### config.mk
export PLATFORM = sky130hd
export DESIGN_NAME = out_port_fifo_flat
export DESIGN_NICKNAME = d
export VERILOG_FILES = /design/src/rtl/out_port_fifo_if.sv /design/src/rtl/out_port_fifo.sv /design/src/flat_wrapper.sv
export SDC_FILE = /design/constraint.sdc
export NUM_CORES = 1
export LEC_CHECK = 0
export ABC_AREA = 0
export CAP_MARGIN = 5
export CORE_MARGIN = 2
export CORE_UTILIZATION = 54
export DETAILED_ROUTE_END_ITERATION = 7
export PLACE_DENSITY = 0.76
export SLEW_MARGIN = 20
export SYNTH_ARGS = -nofsm -noshare
export SYNTH_HDL_FRONTEND = slang
export SYNTH_SLANG_ARGS = --single-unit
### constraint.sdc
create_clock -name clock -period 5.75 [get_ports clock]
set_input_delay 1.15 -clock clock [delete_from_list [all_inputs] [get_ports clock]]
set_output_delay 1.15 -clock clock [all_outputs]
set_load 0.05 [all_outputs]
### src/rtl/out_port_fifo_if.sv
// CPU out-port to device bundle: write side, show-ahead read side and status.
// slave is the FIFO, master is whoever drives the CPU write and device ready.
interface out_port_fifo_if #(
   parameter int WIDTH = 32,
   parameter int DEPTH = 4
);
   logic                       out_wr;
   logic [WIDTH-1:0]           out_data;
   logic                       dev_ready;
   logic                       dev_valid;
   logic [WIDTH-1:0]           dev_data;
   logic [$clog2(DEPTH):0]     count;
   logic                       full;
   logic                       empty;
   logic                       overflow;

   modport master (
      output out_wr, out_data, dev_ready,
      input  dev_valid, dev_data, count, full, empty, overflow
   );

   modport slave (
      input  out_wr, out_data, dev_ready,
      output dev_valid, dev_data, count, full, empty, overflow
   );
endinterface

### src/rtl/out_port_fifo.sv
// CPU out-port FIFO, show-ahead: a word written at edge N is on dev_data after N.
// Backpressure: full tells the CPU to stall; writes while full with no pop are dropped and flagged sticky.
module out_port_fifo #(
   parameter int WIDTH = 32,
   parameter int DEPTH = 4
) (
   input  logic          clock,
   input  logic          reset,
   out_port_fifo_if.slave bus
);
   localparam int AW = $clog2(DEPTH);
   localparam logic [AW-1:0] PTR_ONE  = AW'(1);
   localparam logic [AW:0]   CNT_ONE  = (AW+1)'(1);
   localparam logic [AW:0]   FULL_CNT = (AW+1)'(DEPTH);

   logic [WIDTH-1:0] mem [DEPTH];
   logic [AW-1:0]    wr_ptr;
   logic [AW-1:0]    rd_ptr;
   logic [AW:0]      cnt;
   logic             ovf;

   logic is_full;
   logic is_empty;
   logic do_push;
   logic do_pop;
   logic drop;

   assign is_full  = (cnt == FULL_CNT);
   assign is_empty = (cnt == '0);

   // Pop needs a head word, so a write into an empty queue is always a plain push.
   assign do_pop  = !is_empty && bus.dev_ready;
   assign do_push = bus.out_wr && (!is_full || do_pop);
   assign drop    = bus.out_wr && is_full && !do_pop;

   always_ff @(posedge clock) begin
      if (reset) begin
         wr_ptr <= '0;
         rd_ptr <= '0;
         cnt    <= '0;
         ovf    <= 1'b0;
      end else begin
         if (do_push) wr_ptr <= wr_ptr + PTR_ONE;
         if (do_pop)  rd_ptr <= rd_ptr + PTR_ONE;
         case ({do_push, do_pop})
            2'b10:   cnt <= cnt + CNT_ONE;
            2'b01:   cnt <= cnt - CNT_ONE;
            default: cnt <= cnt;
         endcase
         if (drop) ovf <= 1'b1;
      end
   end

   // Storage is never cleared; stale entries are hidden by the empty mask below.
   always_ff @(posedge clock) begin
      if (!reset && do_push) mem[wr_ptr] <= bus.out_data;
   end

   assign bus.dev_valid = !is_empty;
   assign bus.dev_data  = is_empty ? '0 : mem[rd_ptr];
   assign bus.count     = cnt;
   assign bus.full      = is_full;
   assign bus.empty     = is_empty;
   assign bus.overflow  = ovf;
endmodule

### src/flat_wrapper.sv
// flat-port wrapper written by rule: the top's interface ports become plain ports
module out_port_fifo_flat 
#(
   parameter int WIDTH = 32,
   parameter int DEPTH = 4
)
  (clock, reset, bus_out_wr, bus_out_data, bus_dev_ready, bus_dev_valid, bus_dev_data, bus_count, bus_full, bus_empty, bus_overflow);
  out_port_fifo_if #(.WIDTH(WIDTH), .DEPTH(DEPTH)) bus_i ();
  input  logic clock;
  input  logic reset;
  input wire logic [$bits(bus_i.out_wr)-1:0] bus_out_wr;
  input wire logic [$bits(bus_i.out_data)-1:0] bus_out_data;
  input wire logic [$bits(bus_i.dev_ready)-1:0] bus_dev_ready;
  output wire logic [$bits(bus_i.dev_valid)-1:0] bus_dev_valid;
  output wire logic [$bits(bus_i.dev_data)-1:0] bus_dev_data;
  output wire logic [$bits(bus_i.count)-1:0] bus_count;
  output wire logic [$bits(bus_i.full)-1:0] bus_full;
  output wire logic [$bits(bus_i.empty)-1:0] bus_empty;
  output wire logic [$bits(bus_i.overflow)-1:0] bus_overflow;
  assign bus_i.out_wr = bus_out_wr;
  assign bus_i.out_data = bus_out_data;
  assign bus_i.dev_ready = bus_dev_ready;
  assign bus_dev_valid = bus_i.dev_valid;
  assign bus_dev_data = bus_i.dev_data;
  assign bus_count = bus_i.count;
  assign bus_full = bus_i.full;
  assign bus_empty = bus_i.empty;
  assign bus_overflow = bus_i.overflow;
  out_port_fifo #(.WIDTH(WIDTH), .DEPTH(DEPTH)) u_core (.clock(clock), .reset(reset), .bus(bus_i));
endmodule
==> run_results.csv, run 1 <==
group,metric,value,unit
worst_setup_path,crit_type,"reg2out",
logic_synthesis,synth.most_common_cell,"edfxtp_1",
pwr,p_comb_frac,0.363,
pwr,p_sw,1.295,mW
placement,place_inst,462,
final_layout,syn2layout_area_growth,28.13,%
placement,port_buffers,74,
logic_synthesis,synth_area,5369,µm²
logic_synthesis,ys_async_sr_fraction,0,
routing,vias,2658,
job,maxCapViolations,0,
pwr,pwr-share-seq,0.335,
logic_synthesis,yosys_register_bits,138,
timing,setup_viol,0,
placement,gp_congestion,0.7304,
worst_setup_path,crit_required,4.60,ns
placement,place_worst_setup_slack,1.912,ns
routing,wl_per_cell,19.17,µm
final_layout,final_util,0.7070,
timing,fin_crit_sh,0.7409,
global_routing,grtUsageMet2,0.3018,
routing,drt-pass1-iter-count,4,
worst_setup_path,slowest_delay,0.85,ns
timing,grt_setup_unrepaired,"false",
clock_tree,clock_latency,0.51,ns
clock_tree,cts-htree-levels,4,
clock_tree,cts_repair_resize_count,0,
worst_setup_path,path_max_fanout,23,
final_layout,final_cells,494,
clock_tree,path_clk_slew,0.06,ns
routing,ant_nets,0,
worst_setup_path,rr_startpoint,"u_core.bus.count[0]$_SDFFE_PP0P_",
logic_synthesis,syn_avg_cell_area,20.57,µm²
worst_setup_path,arrival,3.11,ns
routing,routed_wl,9.469,mm
floorplanning,coreArea,9729,µm²
worst_setup_path,cp-end-kind,"primary output",
logic_synthesis,synth_top_area_cell,"edfxtp_1",
worst_setup_path,cp-endpoint,"bus_dev_data[28]",
run_status,outcome,"complete, no violations",
pwr,leakage,2.230,nW
logic_synthesis,yosysSeqAreaShare,0.7532,
global_routing,gr-usage-all-layers,0.1868,
worst_setup_path,r2r_cells,9,
global_routing,antenna_found_initial,0,
logic_synthesis,yosysTopAreaCellShare,0.7159,
logic_synthesis,yosysWarnings,0,
pwr,max-vdd-ir-drop,0.2874,mV
timing,skew,0.009636,ns
worst_setup_path,rr_endpoint,"u_core.bus.count[2]$_SDFFE_PP0P_",
floorplanning,die_x,103.7,µm
clock_tree,cts_buffers,17,
timing,hold_viol_final,0,
routing,vias_per_cell,5.381,
worst_setup_path,cp-start-kind,"flop",
global_routing,use_met3,0.06042,
timing,timing.fmax,234.7,MHz
timing,tns,0,ns
worst_setup_path,critPathSlowestCell,"dfxtp_2",
logic_synthesis,ys_types,24,
clock_tree,root_buffer,"clkbuf_8",
timing,fin_crit,4.260,ns
final_layout,layout-drive-gt1-share,0.2078,
global_routing,use_met1,0.2426,
routing,dr.first_iter.drc_count,165,
global_routing,grt.busiest_layer,"met2",
logic_synthesis,syn_inst,261,
timing,timing.final.ws_setup,1.490,ns
clock_tree,cts_tree,"yes",
pwr,p_int,2.373,mW
logic_synthesis,syn_nets,303,
logic_synthesis,synthFlopType,"edfxtp_1",
clock_tree,cts_max_path_buffers,2,
floorplanning,rows,36,
pwr,p_sw_frac,0.3531,
pwr,powerDensity,533.3,nW/µm²
hold_path,hold_path.class,"reg2reg",
worst_setup_path,cp_cell_sequence,"buf_4 > mux4_2 > nor2b_1 > clkdlybuf4s50_1",
routing,drc_errors,0,
worst_setup_path,reg2reg_slack,3.03,ns
global_routing,grt_pass1_wl,14.95,mm
logic_synthesis,synth_common_cells,"edfxtp_1, mux4_2, nor2b_1",
final_layout,diodes,0,
timing,final_max_slew_viol_count,0,
logic_synthesis,netlist_top_cells_area,"edfxtp_1, mux4_2, dfxtp_1",
floorplanning,io_pins,75,
clock_tree,clkSinkCount,138,
clock_tree,cts_setup_buffers,0,
logic_synthesis,synth-edff-count,128,
floorplanning,initial_utilization,0.5518,
clock_tree,postCtsHoldBufs,0,
floorplanning,die-area,10760,µm²
pwr,total_power,3.669,mW
global_routing,grt_pass1_vias,2780,
timing,worst_slew_pin_slew,0.8979,ns
floorplanning,die_y,103.7,µm
timing,slew_headroom,0.3995,
final_layout,final_nets,390,
global_routing,grt_max_degree,33,
global_routing,grt_overflow_total,0,
pwr,p_clk_frac,0.302,
placement,hpwl,5.623,mm
## logic make-up (layout without fill, tap and decap cells)
kind of cell	after synthesis	count (layout)	synth area share
AO/OA/AOI/OAI	10	10	0.01072
AND/OR/NAND/NOR	51	51	0.05849
flip-flops	138	138	0.7532
adder cells (fa/ha/maj)	6	6	0.01538
multiplexers	34	34	0.1382
XOR/XNOR	2	2	0.003263
buffers and inverters	20	120	0.02074
## flip-flops by register name (all words and copies together) (netlist names), named ones only
| name | cells |
|---|---|
| u_core.bus.overflow | 1 |
| u_core.wr_ptr | 2 |
| u_core.bus.count | 3 |
| u_core.mem | 128 |
| u_core.rd_ptr | 2 |
## layout by cell type, fill, tap and decap left out, drive strengths merged, types with 6 or more instances in the layout
| master | instances |
|---|---|
| mux4 | 32 |
| nor2 | 7 |
| clkdlybuf4s50 | 74 |
| clkbuf | 24 |
| inv | 8 |
| edfxtp | 128 |
| buf | 6 |
| dfxtp | 10 |
| nor2b | 32 |
## final cells by class
class                           instances  area [µm²]
Fill cell                             631        2850
Sequential cell                       138        4046
Inverter                                8       30.03
Multi-Input combinational cell        103        1240
Clock inverter                          8       140.1
Tap cell                              133       166.4
Timing Repair Buffer                   80       785.8
Clock buffer                           24       470.5
## per-layer routing
| metal | routed length [µm] | share of wire |
|---|---|---|
| met5 | 0 | 0 |
| met4 | 137 | 0.014 |
| met3 | 436 | 0.046 |
| met2 | 4769 | 0.50 |
| met1 | 4126 | 0.44 |
## power groups by stage
stage | sequential [mW] | clock [mW] | combinational (mW)
after CTS | 1.23 | 1.12 | 1.35
after floorplan | 1.23 | 0 | 0.936
after detailed placement | 1.25 | 0 | 1.34
after global routing | 1.24 | 1.17 | 1.39
after global placement | 1.25 | 0 | 1.33
final | 1.23 | 1.11 | 1.33
## worst max-delay path: cells and delay by family (launching register included)
kind / cells / cell delay (ns)
buf+inv: 2 / 1.07
flops: 1 / 0.85
mux: 1 / 0.51
simple gates: 1 / 0.16
## worst min-delay path by stage
stage,from,endpoint,slack (ns),cells past startpoint
after floorplan,u_core.rd_ptr[1]$_SDFFE_PP0P_,flop,0.46,2
after detailed placement,u_core.bus.overflow$_SDFFE_PP0P_,u_core.bus.overflow$_SDFFE_PP0P_,0.46,2
after CTS,u_core.bus.overflow$_SDFFE_PP0P_,u_core.bus.overflow$_SDFFE_PP0P_,0.48,2
after global placement,u_core.bus.overflow$_SDFFE_PP0P_,u_core.bus.overflow$_SDFFE_PP0P_,0.45,2
final,u_core.bus.overflow$_SDFFE_PP0P_,u_core.bus.overflow$_SDFFE_PP0P_,0.47,2
after global routing,u_core.bus.overflow$_SDFFE_PP0P_,u_core.bus.overflow$_SDFFE_PP0P_,0.52,2
## metrics by stage
step           hold WS (ns)  cell area, µm²
2_1_floorplan        0.4591            5369
3_3_place_gp         0.4474            6269
3_5_place_dp         0.4648            6269
4_1_cts              0.4784            6879
5_1_grt              0.5204            6879
6_report             0.4696            6879
No activity file was read; power rests on OpenSTA's default activity.
==> inputs of run 2 (changes only) <==
Settings changed: CORE_UTILIZATION 54 to 49, PLACE_DENSITY 0.76 to 0.73.
Clock period 5.75 ns to 3.58 ns, I/O delays scaled along.
==> run_results.csv, run 2 (same netlist as run 1, synthesis figures left out) <==
group,metric,value,unit
final_layout,post-route-cell-area,6894,µm²
worst_setup_path,rr_endpoint,"u_core.bus.count[2]$_SDFFE_PP0P_",
worst_setup_path,slowest_delay,0.71,ns
clock_tree,root_buffer,"clkbuf_8",
timing,fin_crit_sh,0.9113,
worst_setup_path,arrival,2.55,ns
final_layout,final_cells,507,
clock_tree,cts_tree,"yes",
routing,routed_wl,9.217,mm
clock_tree,postCtsHoldBufs,0,
placement,hpwl,5.523,mm
clock_tree,clkSinkCount,138,
final_layout,layout-drive-gt1-share,0.2316,
clock_tree,cts-htree-levels,4,
pwr,max-vdd-ir-drop,0.4630,mV
worst_setup_path,crit_type,"reg2out",
run_status,outcome,"complete, no violations",
worst_setup_path,cp-endpoint,"bus_dev_data[18]",
clock_tree,cts_max_path_buffers,2,
floorplanning,coreArea,10750,µm²
final_layout,diodes,0,
final_layout,final_nets,396,
job,maxCapViolations,0,
final_layout,syn2layout_area_growth,28.41,%
worst_setup_path,rr_startpoint,"u_core.bus.count[2]$_SDFFE_PP0P_",
floorplanning,io_pins,75,
worst_setup_path,path_delay_family,"buffers and inverters",
timing,hold_viol_final,0,
final_layout,layout_common_cells,"edfxtp_1, clkdlybuf4s50_1, mux4_2, nor2b_1, clkbuf_16",
timing,skew,0.006913,ns
worst_setup_path,critPathBufInv,2,
final_layout,final_util,0.6416,
timing,worst_slew_pin_slew,0.5673,ns
final_layout,largest_reg_flops,128,
timing,slew_headroom,0.6206,
routing,drt-pass1-iter-count,4,
worst_setup_path,reg2reg_slack,1.11,ns
placement,gp_congestion,0.7045,
placement,dpl_cell_area,6347,µm²
global_routing,grt_overflow_total,0,
timing,tns,0,ns
routing,drc_errors,0,
floorplanning,rows,38,
routing,vias_per_cell,5.237,
global_routing,grt_pass1_vias,2775,
global_routing,grt_pass1_wl,14.17,mm
routing,vias,2655,
global_routing,grt_max_degree,33,
final_layout,layout_commonest_cell,"edfxtp_1",
worst_setup_path,r2r_cells,9,
worst_setup_path,critPathSlowestCell,"clkdlybuf4s50_1",
worst_setup_path,crit_required,2.86,ns
floorplanning,initial_utilization,0.4997,
global_routing,gr-usage-all-layers,0.1693,
pwr,total_power,5.719,mW
hold_path,hold_path.class,"reg2reg",
worst_setup_path,cp.depth,4,
clock_tree,path_clk_slew,0.06,ns
worst_setup_path,cp-start-kind,"flop",
timing,fin_crit,3.262,ns
pwr,powerDensity,829.5,nW/µm²
worst_setup_path,path_max_fanout,32,
placement,port_buffers,74,
global_routing,antenna_found_initial,0,
placement,place_worst_setup_slack,0.6537,ns
final_layout,fillers,792,
routing,dr.first_iter.drc_count,121,
clock_tree,cts_setup_buffers,0,
clock_tree,clock_latency,0.51,ns
worst_setup_path,cp-end-kind,"primary output",
clock_tree,cts_repair_resize_count,0,
worst_setup_path,cp_cell_sequence,"buf_12 > mux4_2 > nor2b_1 > clkdlybuf4s50_1",
pwr,leakage,2.231,nW
timing,timing.final.ws_setup,0.3176,ns
placement,place_inst,475,
routing,wl_per_cell,18.18,µm
timing,timing.fmax,306.5,MHz
timing,hold_slack,0.4763,ns
floorplanning,die_x,108.7,µm
floorplanning,die-area,11810,µm²
final_layout,regMostFlops,"u_core.mem",
timing,final_max_slew_viol_count,0,
floorplanning,die_y,108.7,µm
timing,setup_viol,0,
routing,ant_nets,0,
timing,grt_setup_unrepaired,"false",
clock_tree,cts_buffers,17,
==> run 2: cell types whose count changed in the layout (fill, tap and decap cells not counted), sizes merged <==
cell      before  now
clkbuf        24   17
clkinvlp       0    2
inv            8   17
bufinv         4    0
buf            6   12
==> run 2: how the worst min path moves through the flow <==
stage,startpoint,end,depth (start not counted)
global placement,u_core.bus.overflow$_SDFFE_PP0P_,u_core.bus.overflow$_SDFFE_PP0P_,2
finish,u_core.bus.overflow$_SDFFE_PP0P_,u_core.bus.overflow$_SDFFE_PP0P_,2
detailed placement,u_core.bus.overflow$_SDFFE_PP0P_,u_core.bus.overflow$_SDFFE_PP0P_,2
global route,u_core.bus.overflow$_SDFFE_PP0P_,u_core.bus.overflow$_SDFFE_PP0P_,2
CTS,u_core.bus.overflow$_SDFFE_PP0P_,u_core.bus.overflow$_SDFFE_PP0P_,2
floorplan,u_core.rd_ptr[1]$_SDFFE_PP0P_,flop,2
==> run 2: layout make-up <==
type	count	area, µm²	share of cell area
clock buffers	17	414.1	0.06007
clock inverters	15	132.6	0.01924
inverters	8	30.03	0.004356
flip-flops and latches	138	4046	0.5869
repair buffers	86	855.8	0.1241
well taps	140	175.2	0.02541
multi-input cells	103	1240	0.1799
==> run 2: worst register-to-register path, cell delays in order, from the launching register on <==
cell and delay, ns:
dfxtp_1 0.45, nor3b_2 0.35, a21boi_2 0.13, inv_1 0.20, ha_1 0.22, inv_1 0.06, fa_1 0.37, xor2_1 0.15
or3_1 0.31, a21oi_1 0.16
==> run 2: where the power goes <==
| part | total [mW] | internal, mW | switching (mW) |
|---|---|---|---|
| sequential | 1.91 | 1.85 | 0.0572 |
| clock | 1.58 | 0.878 | 0.706 |
| combinational | 2.22 | 0.804 | 1.42 |
==> run 2: layer usage <==
layer | track usage | part of all wire
met1 | 0.1951 | 0.40
met2 | 0.3049 | 0.55
met3 | 0.03228 | 0.030
met4 | 0.07967 | 0.015
met5 | 0 | 0
==> inputs of run 3 (changes only) <==
Settings changed: PLACE_DENSITY 0.73 to 0.75.
==> run_results.csv, run 3 (same netlist as run 1, synthesis figures left out) <==
group,metric,value,unit
run_status,outcome,"complete, no violations",
placement,dpl_cell_area,6337,µm²
worst_setup_path,r2r_cells,9,
clock_tree,cts_max_path_buffers,2,
clock_tree,cts-htree-levels,4,
worst_setup_path,path_max_fanout,22,
timing,worst_slew_pin_slew,0.6082,ns
floorplanning,die_x,108.7,µm
global_routing,grt_overflow_total,0,
timing,grt_setup_unrepaired,"false",
floorplanning,initial_utilization,0.4997,
timing,fin_crit,3.394,ns
pwr,total_power,5.548,mW
pwr,powerDensity,813.3,nW/µm²
final_layout,syn2layout_area_growth,27.06,%
routing,vias_per_cell,5.285,
hold_path,worst_hold_startpoint,"u_core.bus.overflow$_SDFFE_PP0P_",
worst_setup_path,arrival,2.68,ns
floorplanning,rows,38,
routing,wl_per_cell,18.99,µm
final_layout,final_util,0.6348,
floorplanning,io_pins,75,
global_routing,grtUsageMet2,0.3049,
timing,setup_viol,0,
clock_tree,cts_buffers,17,
placement,hpwl,6.018,mm
global_routing,grt_pass1_wl,15.00,mm
routing,drc_errors,0,
timing,slew_headroom,0.5932,
clock_tree,path_clk_slew,0.06,ns
final_layout,regMostFlops,"u_core.mem",
routing,dr.first_iter.drc_count,88,
global_routing,antenna_found_initial,0,
timing,fin_crit_sh,0.9479,
routing,ant_nets,0,
placement,port_buffers,74,
clock_tree,cts_tree,"yes",
pwr,max-vdd-ir-drop,0.4059,mV
final_layout,layout-drive-gt1-share,0.2114,
final_layout,post-route-cell-area,6822,µm²
clock_tree,postCtsHoldBufs,0,
pwr,leakage,2.207,nW
final_layout,layout_common_cells,"edfxtp_1, clkdlybuf4s50_1, mux4_2, nor2b_1, clkbuf_16",
global_routing,gr-usage-all-layers,0.1823,
final_layout,layout_commonest_cell,"edfxtp_1",
clock_tree,cts_setup_buffers,0,
clock_tree,clock_latency,0.51,ns
floorplanning,die-area,11810,µm²
floorplanning,coreArea,10750,µm²
routing,drt-pass1-iter-count,4,
global_routing,use_met3,0.05320,
clock_tree,root_buffer,"clkbuf_8",
worst_setup_path,rr_endpoint,"u_core.bus.count[2]$_SDFFE_PP0P_",
job,maxCapViolations,0,
final_layout,final_nets,398,
hold_path,hold_path.class,"reg2reg",
global_routing,use_met1,0.2167,
worst_setup_path,crit_required,2.86,ns
worst_setup_path,rr_startpoint,"u_core.bus.count[2]$_SDFFE_PP0P_",
global_routing,grt_max_degree,27,
timing,final_max_slew_viol_count,0,
timing,skew,0.004647,ns
routing,routed_wl,9.668,mm
worst_setup_path,crit_type,"reg2out",
clock_tree,cts_repair_resize_count,0,
routing,vias,2690,
placement,place_inst,477,
clock_tree,clkSinkCount,138,
timing,hold_viol_final,0,
final_layout,final_cells,509,
global_routing,grt_pass1_vias,2802,
worst_setup_path,reg2reg_slack,1.06,ns
final_layout,diodes,0,
global_routing,grt.busiest_layer,"met2",
timing,timing.fmax,294.7,MHz
placement,gp_congestion,0.7180,
final_layout,largest_reg_flops,128,
hold_path,hold_depth,2,
worst_setup_path,cp-start-kind,"flop",
hold_path,whs_endpoint,"u_core.bus.overflow$_SDFFE_PP0P_",
floorplanning,die_y,108.7,µm
timing,tns,0,ns
worst_setup_path,cp-end-kind,"primary output",
[run 3: routing by layer]
| layer | up-vias | wire [µm] |
|---|---|---|
| met5 | - | 0 |
| met4 | 0 | 186 |
| met3 | 15 | 523 |
| met2 | 86 | 5121 |
| met1 | 1365 | 3837 |
| li1 | 1224 | - |
[run 3: worst max path at each step]
stage / slack, ns / cells past startpoint / end / start
2_1_floorplan: -0.68 / 4 / u_core.mem[1][0]$_DFFE_PP_ / u_core.bus.count[0]$_SDFFE_PP0P_
3_3_place_gp: 0.70 / 4 / bus_dev_data[13] / flop
3_5_place_dp: 0.62 / 10 / u_core.bus.count[2]$_SDFFE_PP0P_ / bus_dev_ready
4_1_cts: 0.13 / 4 / bus_dev_data[29] / flop
5_1_grt: 0.06 / 4 / bus_dev_data[27] / flop
6_report: 0.19 / 4 / bus_dev_data[29] / flop
[run 3: area by class of cell]
| type | instances | area [µm²] |
|---|---|---|
| Clock inverter | 12 | 58.81 |
| Timing Repair Buffer | 88 | 845.8 |
| Clock buffer | 20 | 425.4 |
| Sequential cell | 138 | 4046 |
| Inverter | 8 | 30.03 |
| Multi-Input combinational cell | 103 | 1240 |
| Tap cell | 140 | 175.2 |
| Fill cell | 765 | 3924 |
[run 3: critical path, cell delays in order, from the launching register on]
cell	delay, ns
dfxtp_2	0.33
buf_4	0.39
mux4_2	0.59
nor2b_1	0.15
clkdlybuf4s50_1	0.70
[run 3: power by group]
group	total (mW)	leakage, nW	internal [mW]	switching, mW
Combinational	2.22	0.725	0.798	1.42
Sequential	1.91	1.25	1.85	0.0576
Clock	1.42	0.237	0.829	0.588
[run 3: stage by stage]
stage          worst slack, ns  hold WS (ns)
2_1_floorplan          -0.6795        0.4591
3_3_place_gp            0.7029        0.4598
3_5_place_dp            0.6247        0.4641
4_1_cts                 0.1271        0.4788
5_1_grt                0.06463        0.5101
6_report                0.1865        0.4788
